[src/rtl/fifo_ctrl_pkg.sv]
// Shared types and sizing helpers for the FIFO controller and its output stage.
package fifo_ctrl_pkg;

    localparam int DEF_WIDTH_BYTES = 4;
    localparam int DEF_DEPTH       = 16;
    localparam int DEF_SHOWAHEAD   = 0;

    typedef logic [DEF_WIDTH_BYTES*8-1:0] word_t;
    typedef logic [$clog2(DEF_DEPTH)-1:0] ptr_t;

    // Occupancy counter width: memory + one read in flight + two output slots.
    function automatic int fifo_count_width(input int depth);
        return $clog2(depth + 2) + 1;
    endfunction

endpackage

[src/rtl/fifo_out_stage.sv]
// Two-entry first-word-fall-through output buffer; appends land after a same-edge pop.
module fifo_out_stage
    import fifo_ctrl_pkg::*;
#(
    parameter int W = DEF_WIDTH_BYTES * 8
) (
    input  logic         clk,
    input  logic         rst_n,
    input  logic         push_i,
    input  logic [W-1:0] push_data_i,
    input  logic         pop_i,
    output logic         valid_o,
    output logic [W-1:0] data_o,
    output logic [1:0]   count_o
);

    logic [W-1:0] ob_q [2];
    logic [W-1:0] ob_d [2];
    logic [1:0]   count_q;
    logic [1:0]   count_d;
    logic         pop_eff;

    assign pop_eff = pop_i && (count_q != 2'd0);

    // NOTE: every always_comb output gets its default first so no path leaves it unassigned (no latch).
    always_comb begin
        ob_d    = ob_q;
        count_d = count_q;
        if (pop_eff) begin
            ob_d[0] = ob_q[1];
            count_d = count_q - 2'd1;
        end
        if (push_i) begin
            if (count_d == 2'd0) begin
                ob_d[0] = push_data_i;
            end else begin
                ob_d[1] = push_data_i;
            end
            count_d = count_d + 2'd1;
        end
    end

    // NOTE: the two data slots are reset as well; they are tiny and it keeps out_data deterministic.
    // NOTE: sequential state uses <= so every register samples the pre-edge values.
    always_ff @(posedge clk or negedge rst_n) begin
        if (!rst_n) begin
            ob_q[0] <= '0;
            ob_q[1] <= '0;
            count_q <= 2'd0;
        end else begin
            ob_q[0] <= ob_d[0];
            ob_q[1] <= ob_d[1];
            count_q <= count_d;
        end
    end

    assign valid_o = (count_q != 2'd0);
    assign data_o  = ob_q[0];
    assign count_o = count_q;

endmodule

[src/rtl/fifo_ctrl.sv]
// Pointer and flow-control front end for a dual-port memory, forming a synchronous
// FIFO with a valid/ready input and a first-word-fall-through valid/ready output.
module fifo_ctrl
    import fifo_ctrl_pkg::*;
#(
    parameter int MEM_WIDTH_BYTES = DEF_WIDTH_BYTES,
    parameter int MEM_DEPTH       = DEF_DEPTH,
    parameter int SHOWAHEAD       = DEF_SHOWAHEAD
) (
    input  logic                                   clk,
    input  logic                                   reset,
    input  logic                                   in_valid,
    output logic                                   in_ready,
    input  logic [MEM_WIDTH_BYTES*8-1:0]           in_data,
    output logic                                   out_valid,
    input  logic                                   out_ready,
    output logic [MEM_WIDTH_BYTES*8-1:0]           out_data,
    output logic [$clog2(MEM_DEPTH)-1:0]           mem_write_addr_out,
    output logic                                   mem_write_out,
    output logic [MEM_WIDTH_BYTES*8-1:0]           mem_data_out,
    output logic [$clog2(MEM_DEPTH)-1:0]           mem_read_addr_out,
    output logic                                   mem_read_out,
    input  logic [MEM_WIDTH_BYTES*8-1:0]           mem_data_in,
    output logic [fifo_count_width(MEM_DEPTH)-1:0] count_out,
    output logic                                   empty_out,
    output logic                                   full_out,
    input  logic                                   debugen_in
);

    localparam int W   = MEM_WIDTH_BYTES * 8;
    localparam int AW  = $clog2(MEM_DEPTH);
    localparam int CW  = fifo_count_width(MEM_DEPTH);
    localparam int MCW = $clog2(MEM_DEPTH + 1);
    localparam logic [MCW-1:0] MEM_FULL = MCW'(MEM_DEPTH);

    logic [AW-1:0]  wr_ptr_q, wr_ptr_d;
    logic [AW-1:0]  rd_ptr_q, rd_ptr_d;
    logic [MCW-1:0] mem_count_q, mem_count_d;
    logic           rd_pending_q, rd_pending_d;

    logic           push;
    logic           pop;
    logic           issue;
    logic           ob_push;
    logic [1:0]     ob_count;
    logic [2:0]     ob_demand;

    assign in_ready = reset && (mem_count_q != MEM_FULL);
    assign push     = in_valid && in_ready;
    assign pop      = out_valid && out_ready;

    // Slots the output stage will have claimed after this edge; keep a read only if one is free.
    assign ob_demand = {1'b0, ob_count} + {2'b0, rd_pending_q} - {2'b0, pop};
    assign issue     = (mem_count_q != '0) && (ob_demand < 3'd2);

    assign mem_write_out      = push;
    assign mem_write_addr_out = wr_ptr_q;
    assign mem_data_out       = in_data;
    assign mem_read_out       = issue;
    assign mem_read_addr_out  = rd_ptr_q;

    always_comb begin
        wr_ptr_d     = wr_ptr_q;
        rd_ptr_d     = rd_ptr_q;
        mem_count_d  = mem_count_q;
        rd_pending_d = (SHOWAHEAD == 0) ? issue : 1'b0;
        if (push) begin
            wr_ptr_d = wr_ptr_q + 1'b1;
        end
        if (issue) begin
            rd_ptr_d = rd_ptr_q + 1'b1;
        end
        case ({push, issue})
            2'b10:   mem_count_d = mem_count_q + 1'b1;
            2'b01:   mem_count_d = mem_count_q - 1'b1;
            default: mem_count_d = mem_count_q;
        endcase
    end

    always_ff @(posedge clk or negedge reset) begin
        if (!reset) begin
            wr_ptr_q     <= '0;
            rd_ptr_q     <= '0;
            mem_count_q  <= '0;
            rd_pending_q <= 1'b0;
        end else begin
            wr_ptr_q     <= wr_ptr_d;
            rd_ptr_q     <= rd_ptr_d;
            mem_count_q  <= mem_count_d;
            rd_pending_q <= rd_pending_d;
        end
    end

    // Show-ahead memory returns data with the address; otherwise it arrives a cycle later.
    assign ob_push = (SHOWAHEAD != 0) ? issue : rd_pending_q;

    fifo_out_stage #(
        .W (W)
    ) u_out_stage (
        .clk         (clk),
        .rst_n       (reset),
        .push_i      (ob_push),
        .push_data_i (mem_data_in),
        .pop_i       (pop),
        .valid_o     (out_valid),
        .data_o      (out_data),
        .count_o     (ob_count)
    );

    assign count_out = CW'(mem_count_q) + CW'(rd_pending_q) + CW'(ob_count);
    assign empty_out = (count_out == '0);
    assign full_out  = (mem_count_q == MEM_FULL);

`ifndef SYNTHESIS
    always @(posedge clk) begin
        if (reset && debugen_in && (push || pop)) begin
            $write("%m: push %x@%x / pop %x\n", in_data, wr_ptr_q, out_data);
        end
    end
`endif

endmodule

[config.mk]
export PLATFORM = sky130hd
export DESIGN_NAME = fifo_ctrl
export DESIGN_NICKNAME = d
export VERILOG_FILES = /design/src/rtl/fifo_ctrl_pkg.sv /design/src/rtl/fifo_out_stage.sv /design/src/rtl/fifo_ctrl.sv
export SDC_FILE = /design/constraint.sdc
export NUM_CORES = 1
export LEC_CHECK = 0
export BUFFER_PORTS_ARGS = -buffer_cell sky130_fd_sc_hd__buf_4
export CORE_MARGIN = 2
export CORE_UTILIZATION = 50
export DETAILED_ROUTE_END_ITERATION = 10
export PLACE_DENSITY = 0.81
export SLEW_MARGIN = 15
export SYNTH_ARGS = -nofsm -noshare
export SYNTH_HDL_FRONTEND = slang
export SYNTH_SLANG_ARGS = --single-unit
[constraint.sdc]
create_clock -name clk -period 4.5 [get_ports clk]
set_input_delay 1.125 -clock clk [delete_from_list [all_inputs] [get_ports clk]]
set_output_delay 1.125 -clock clk [all_outputs]
set_load 0.05 [all_outputs]
Yosys cells after proc, flatten, opt, wreduce, memory -nomap -nowiden
Index checks and enable logic that the tools add are counted.

Bits in registers: 80. Latch bits: 0. RAM bits: 0. Bits in read-only memories: 0. Bits of input ports: 69. Output and inout bits: 84. Logic and storage cells: 41. Memories: 0.

$add $sub $neg: 10. Multipliers: 0. Div/mod/pow operators: 0. Magnitude comparators: 1. Equality and inequality tests: 4. Shift operators: 0. Muxes and demuxes: 7. Bitwise gates (word level): 1. Reduce and logical (&&, ||, !) cells: 11.

Operators with widths (number): 32-bit two-way mux (3); 64-bit two-way mux (1); 5-bit case mux with 2 select lines (1); 4-bit by 1-bit adder with 4-bit output (second input constant) (2); 5-bit by 1-bit adder with 6-bit output (1); 6-bit by 2-bit adder with 6-bit output (1); 6-bit zero test (1); 5-bit by 1-bit adder with 5-bit output (second input constant) (1); 5-bit == test (second input constant) (1); 1-bit logical AND (5); 5-bit != test (second input constant) (1); 5-bit nonzero test (1); 5-bit by 1-bit subtractor with 5-bit output (second input constant) (1); 2-bit two-way mux (2); 2-bit nonzero test (2); 2-bit by 1-bit adder with 3-bit output (1); 3-bit by 2-bit < comparator with 1-bit output (second input constant) (1); 3-bit by 1-bit subtractor with 3-bit output (1); 2-bit by 1-bit adder with 2-bit output (second input constant) (1); 2-bit by 1-bit == test with 1-bit output (second input constant) (1); 2-bit == test (second input constant) (1); 2-bit zero test (1); 2-bit AND reduction (1); 2-bit by 1-bit subtractor with 2-bit output (second input constant) (1); 1-bit inverter (1).

Longest topological paths before layout
Gate-level depths: netlist of run 1.

Word-level depth: 7. Gate-level depth with buffers: 19. Mapped depth without buffers: 17.

By module
From an unflattened synthesis of run 1, not the netlist that was laid out.

Cells, all modules: 374. Area, all modules: 4454.3 sq um.

Modules (own cells, without submodules): fifo_out_stage (instances 1, cells an instance 254, area each 3243.1 sq um); fifo_ctrl (instances 1, cells an instance 120, area each 1211.2 sq um).

Worst setup path after synthesis of run 1
Ideal clock, no wire load.

Kind: input to register. Start: in out_ready. End: reg mem_count_q[4]. Library setup time: 110 ps. Data arrival time: 4836 ps. Data required time: 4390 ps. Setup slack: -446 ps. Stages: 17. Path buffers: 2. Cells stage by stage: nor2b_1 > buf_2 > buf_4 > ha_1 > inv_1 > ha_1 > inv_1 > fa_1 > xor2_1 > a211oi_4 > ha_1 > inv_1 > fa_1 > nor2b_1 > or2_2 > o41ai_1 > o41ai_1.

Word-level cells in the longest chain between the ends: 6.

Ends and longest elaborated chain: start, declared (line fifo_ctrl.sv:16) `input logic out_ready,`; 1-bit logical AND * (line fifo_ctrl.sv:50) `assign pop = out_valid && out_ready;`; 3-bit by 1-bit subtractor with 3-bit output * (line fifo_ctrl.sv:53) `assign ob_demand = {1'b0, ob_count} + {2'b0, rd_pending_q} - {2'b0, pop};`; 3-bit by 2-bit < comparator with 1-bit output * (line fifo_ctrl.sv:54) `assign issue = (mem_count_q != '0) && (ob_demand < 3'd2);`; 1-bit logical AND * (line fifo_ctrl.sv:54); named net mem_read_out (line fifo_ctrl.sv:22) `output logic mem_read_out,`; 2-bit by 1-bit == test with 1-bit output / 2-bit == test (equally long branches) (line fifo_ctrl.sv:73) `case ({push, issue})`; 5-bit case mux with 2 select lines / 2-bit nonzero test (equally long branches); end signal, assigned (line fifo_ctrl.sv:89) `mem_count_q <= mem_count_d;`; end, declared (line fifo_ctrl.sv:38) `logic [MCW-1:0] mem_count_q, mem_count_d;`.

Mark *: on every way through the listed nets, which the timed path passes. The rest lies on a longest branch. A chain may end at the register's enable or synchronous reset.

Worst setup path after layout of run 1
Start: in out_ready. End: out mem_read_out.

Word-level cells in the longest chain between the ends: 4.

Ends and longest elaborated chain (line): 1-bit logical AND (fifo_ctrl.sv:50); 3-bit by 1-bit subtractor with 3-bit output (fifo_ctrl.sv:53); 3-bit by 2-bit < comparator with 1-bit output (fifo_ctrl.sv:54); 1-bit logical AND (fifo_ctrl.sv:54); end, declared (fifo_ctrl.sv:22).

Every way passes these cells.

==> results of run 1 <==
[routing by layer]
layer | up-vias | part of all wire [%] | track usage, %
met2 | 77 | 50 | 29.0
met5 | - | 0 | 0
met4 | 0 | 0.69 | 5.12
met1 | 1287 | 45 | 22.4
li1 | 1231 | - | -
met3 | 7 | 4.3 | 4.86
[sequential cells by signal (all words and copies together) (netlist names)]
signal               count
u_out_stage.data_o      32
ob_push                  1
u_out_stage.count_o      2
u_out_stage.ob_q        32
mem_read_addr_out        4
mem_count_q              5
mem_write_addr_out       4
[cells in the final DEF, fill, tap and decap left out, types with 2 or more instances in the layout]
cell type	instances
nor2b_4	2
buf_12	2
inv_1	11
buf_4	90
xor2_1	6
mux2i_1	34
bufinv_16	3
dfrtp_1	80
fa_1	3
mux2_1	3
ha_1	10
o21ai_0	37
nand2_1	40
or2_2	2
xnor2_1	7
mux2_2	30
clkbuf_8	9
nor3_1	2
nand4_1	2
nor3b_1	2
and2_2	2
[cell usage after synthesis (2+ instances only)]
master	count
nor3_1	2
buf_4	70
nor2b_1	4
or2_2	2
ha_1	11
mux2_1	3
mux2_2	30
xnor2_1	7
clkbuf_1	8
fa_1	4
mux2i_1	34
nand4_1	2
buf_2	2
xor2_1	6
inv_1	11
o21ai_0	37
nor4_1	2
dfrtp_1	80
nor3b_1	2
o41ai_1	2
nand2_1	40
[worst paths after layout]
path | from | endpoint | slack (ps) | depth (start not counted)
min in group asynchronous | reset | mem_read_addr_out[1] | 1030 | 2
max in group asynchronous | reset | mem_count_q[4] | 2770 | 2
hold / removal | mem_write_addr_out[3] | mem_write_addr_out[3] | 480 | 1
setup / recovery | out_ready | mem_read_out | 350 | 10
setup reg to reg | u_out_stage.count_o[1] | mem_count_q[4] | 700 | 17
hold reg to reg | mem_write_addr_out[3] | mem_write_addr_out[3] | 480 | 1
[kinds of logic (layout without fill, tap and decap cells)]
| kind of cell | Yosys count | in the layout | synth area share (%) |
|---|---|---|---|
| DFF | 80 | 80 | 47.4 |
| xor gates and xnor gates | 13 | 13 | 2.70 |
| buffers and inverters | 91 | 118 | 14.4 |
| muxes | 68 | 68 | 17.2 |
| adders and majority gates | 15 | 15 | 5.16 |
| AOI/OAI and AO/OA | 45 | 45 | 6.14 |
| and+or+nand+nor | 60 | 60 | 6.94 |
[metrics by stage]
step	cells	area [µm²]	setup TNS, ps	hold WS (ps)
floorplan	372	4260	-108	458
global placement	489	4550	0	462
detailed placement	489	4550	0	465
CTS	504	4780	0	480
global route	504	4780	0	497
finish	504	4780	0	476
[area by class of cell]
class	instances	area, µm²
clock inverters	5	106
repair buffers	92	716
clock buffers	10	128
fillers	702	3430
multi-input cells	201	1660
inverters	11	41.3
flip-flops and latches	80	2000
well taps	105	131
==> impl_results.md, run 1 <==
* Yosys top cell area share at between 40% and 50%
* Slew @ Worst Pin at ~1000 ps
* Synth Register Bits at 80
* Total Nets Final at 479
* Most numerous cell on the critical path: inv_1
* Hold_buf cts at 0
* Hold Fails Final Rpt at 0
* Place WS at 169 ps
* CORE AREA at roughly 0.008 mm²
* Post-Syn Area at 0.00422 mm²
* Max incr delay on CP at approximately 470 ps
* IO Pins at between 150 and 200
* DP HPWL at about 5400 µm
* Pins over their slew limit at 0
* Share of layout cells above drive strength 1 at a little under two fifths
* Die height at ~96 µm
* Port Buffers at 87
* Initial Utilization at roughly half
* Post-Syn Instances at 372
* Via count at ~2600
* Run status: finished clean
* CTS root buf: clkbuf_8
* RSZ-0062 raised after global routing: no
* Min-Delay Path Class: reg -> reg
* Number of global-route vias before repair at approximately 2600
* Drt pass-1 iters at 4
* F_max at 241 MHz
* Remaining DRCs at 0
* Vias per inst at 5.16
* Largest net degree at the start of global routing at 81
* Clock slew seen by the registers of the worst setup and hold paths at ~80 ps
* # resized after CTS at 0
* Area Overhead vs Synth at 13.3%
* CP Buf/Inv Count at 5
* Critical Path RT at 3380 ps
* Final core occ at around 58%
* Worst EP arrival at 3030 ps
* Worst Setup Slack, final at about 350 ps
* Routed wire length at 7680 µm
* Slowest CP cell: fa_1
* Net Count, Synth at roughly 460
* Dominant synthesized flop cell: dfrtp_1
* CTS tree: done
* Worst-path fanout max at 4
* Syn Area/Cell at 11.3 µm²
* Worst slew margin relative to its limit at a little under a third
* H-tree Lvls at 3
* RD Place Congestion at 0.709
* Cell row count at 33
* Kind of end point of the critical path: output port
* Max Cap Violations at 0
* CP Cell Sequence: buf_4 -> nor2b_4 -> ha_1 -> inv_1 -> ha_1 -> inv_1 -> fa_1 -> inv_1 -> a211oi_4 -> buf_4
* Total inserted antenna cells at 0
* Num CTS Buffers at 9
* Top cells by area, synth: dfrtp_1, buf_4, mux2i_1
* Tot GR Track Use at 17.5%
* Warnings, synthesis at 0
* Kind of critical path: in -> out
* Number of setup violations in the final report at 0
* DIE AREA at just over 0.009 mm²
* Die Wd at 95.9 µm
* Final Skew at 11.3 ps
* Gr ovfl total at 0
* Post-DRT Antenna Nets at 0
* Startpoint types: primary input
* Sink Count at 80
* Worst skew pair latency at approximately 340 ps
* Final Cycle Share at a little over 90%
* Routed length per placed instance at around 15 µm
* Crit-path leading delay family: adder cells
* DR iter-0 viols at 66
* Post-CTS Setup Inserts at 0
* Maximum clock path buffer count at 2
* Yosys cell types at 34
* Area leader, netlist: dfrtp_1
* Sequential element share of the synthesized area at a little under half
* Global-route wire length before repair at ~12000 µm
* Initial antenna violation count at 0
* Post-synth EDFFs at 0
* FFs w/ async S/R, synth at between 90% and 100%
* Final min period at around 4200 ps
Power of run 1 is left out: the tool's default activity adds up to more than one toggle a clock period on the data nets, which glitch-free logic cannot reach.
==> run 2: changes to the inputs <==
CELL_PAD_IN_SITES_DETAIL_PLACEMENT = 1   (was not set)
CELL_PAD_IN_SITES_GLOBAL_PLACEMENT = 2   (was not set)
CORE_UTILIZATION = 31   (was 50)
PLACE_DENSITY = not set   (was 0.81)
PLACE_DENSITY_LB_ADDON = 0.1   (was not set)
SLEW_MARGIN = not set   (was 15)
==> run 2 against run 1 <==
  * Global-route usage decreased by 4.4 points
  * Register-to-register slack gained 50 ps
  * Critical path depth is the same
  * Die area is 58% higher
  * Hold slack hardly changed
  * Fmax decreased by 0.94%
  * Worst setup slack got worse by 40 ps
  * Clock skew shrank 1.3 ps
  * Cell count grew 14%
  * Sequential share of layout area down 0.99 points
  * Via count up 0.69%
==> impl_results.md, run 2 (synthesis gave the netlist of run 1 again) <==
* Fillers at around 1500
* Total inserted antenna cells at 0
* Routed length per placed instance at around 16 µm
* Most frequent cells in the layout: buf_4, dfrtp_1, nand2_1
* Initial Utilization at 31.9%
* CORE AREA at 0.0132 mm²
* DP HPWL at 6020 µm
* Die height at ~120 µm
* Hold_buf cts at 0
* Area Overhead vs Synth at 16.1%
* Drt pass-1 iters at 4
* Register area at 0.00200 mm²
* Num CTS Buffers at 9
* Worst skew pair latency at 340 ps
* IO Pins at approximately 150
* Number of setup violations in the final report at 0
* Post-DRT Antenna Nets at 0
* Cell row count at 42
* Min-Delay Path Class: reg -> reg
* DR iter-0 viols at between 70 and 80
* Pins over their slew limit at 0
* DIE AREA at about 0.015 mm²
* Gr ovfl total at 0
* Tot GR Track Use at roughly an eighth
* Final Cycle Share at ~93%
* Startpoint types: primary input
* Final Skew at just under 10 ps
* Via count at 2620
* Global-route wire length before repair at approximately 14000 µm
* Worst min-delay path startpoint: mem_read_addr_out[3]
* Final min period at 4190 ps
* Clock slew seen by the registers of the worst setup and hold paths at roughly 60 ps
* Post-CTS Setup Inserts at 0
* Kind of critical path: in -> out
* RR Startpoint: u_out_stage.count_o[1]
* Worst EP arrival at between 3000 and 4000 ps
* Multi-input gate area at 0.00166 mm²
* Remaining DRCs at 0
* Critical Path RT at 3380 ps
* Hold Fails Final Rpt at 0
* Initial antenna violation count at 0
* H-tree Lvls at 3
* Routed wire length at ~9000 µm
* Port Buffers at 87
* Run status: finished clean
* Most common cell after layout, fill and taps aside: buf_4
* Max Cap Violations at 0
* Worst slew margin relative to its limit at between 50% and 60%
* CTS root buf: clkbuf_16
* # resized after CTS at 0
* Total Nets Final at 479
* Kind of end point of the critical path: output port
* Share of layout cells above drive strength 1 at between 30% and 40%
* Final core occ at roughly 37%
* Sink Count at 80
* Slew @ Worst Pin at 680 ps
* Largest net degree at the start of global routing at 65
* Worst setup startpoint: out_ready
* RD Place Congestion at 0.704
* Worst-path fanout max at 3
* Maximum clock path buffer count at 2
* Vias per inst at ~4.5
* F_max at approximately 240 MHz
* RSZ-0062 raised after global routing: no
* Number of global-route vias before repair at ~2700
* Die Wd at 121 µm
* CTS tree: done
[run 2: changes by cell type in the layout (fill, tap and decap cells not counted), moves of 2 or more]
cell       previous run  this run
clkbuf_16             0         9
buf_4                90        92
bufinv_16             3         0
buf_12                2         0
clkbuf_8              9         3
clkbuf_1              1         3
[run 2: final timing paths]
| check | end | slack [ps] | cells after the start |
|---|---|---|---|
| max | mem_read_out | 310 | 10 |
| max reg2reg | mem_count_q[4] | 750 | 17 |
| min | mem_read_addr_out[3] | 480 | 1 |
| min in group asynchronous | mem_read_addr_out[3] | 720 | 1 |
| max in group asynchronous | u_out_stage.data_o[6] | 2750 | 2 |
| min reg2reg | mem_read_addr_out[3] | 480 | 1 |
[run 2: area by class of cell]
cell class / instances / share of cell area, %
well taps: 176 / 4.50
clock buffers: 15 / 5.67
repair buffers: 92 / 14.1
flip-flops and latches: 80 / 40.9
clock inverters: 1 / 0.179
inverters: 11 / 0.843
multi-input cells: 201 / 33.8
[run 2: per-layer routing]
layer  track usage, %  wire length [µm]
met1             18.5              4450
met3             3.07               423
met2             18.7              3990
met5                0                 0
met4             6.69               166
[run 2: metrics by stage]
| stage | hold slack [ps] | setup TNS, ps | setup WS, ps | instances | instance area [µm²] |
|---|---|---|---|---|---|
| after floorplan | 458 | -108 | -108 | 372 | 4260 |
| after global placement | 462 | 0 | 299 | 560 | 4610 |
| after detailed placement | 470 | 0 | 223 | 560 | 4610 |
| after CTS | 480 | 0 | 268 | 576 | 4900 |
| after global routing | 488 | 0 | 179 | 576 | 4900 |
| final | 476 | 0 | 306 | 576 | 4900 |
[run 2: critical path, stage by stage]
cell and delay [ps]:
buf_4 120, nor2b_4 120, ha_1 300, inv_1 70
ha_1 130, inv_1 50, fa_1 370, xor2_1 190
a211oi_4 320, buf_4 270
Power of run 2 is left out for the same reason.
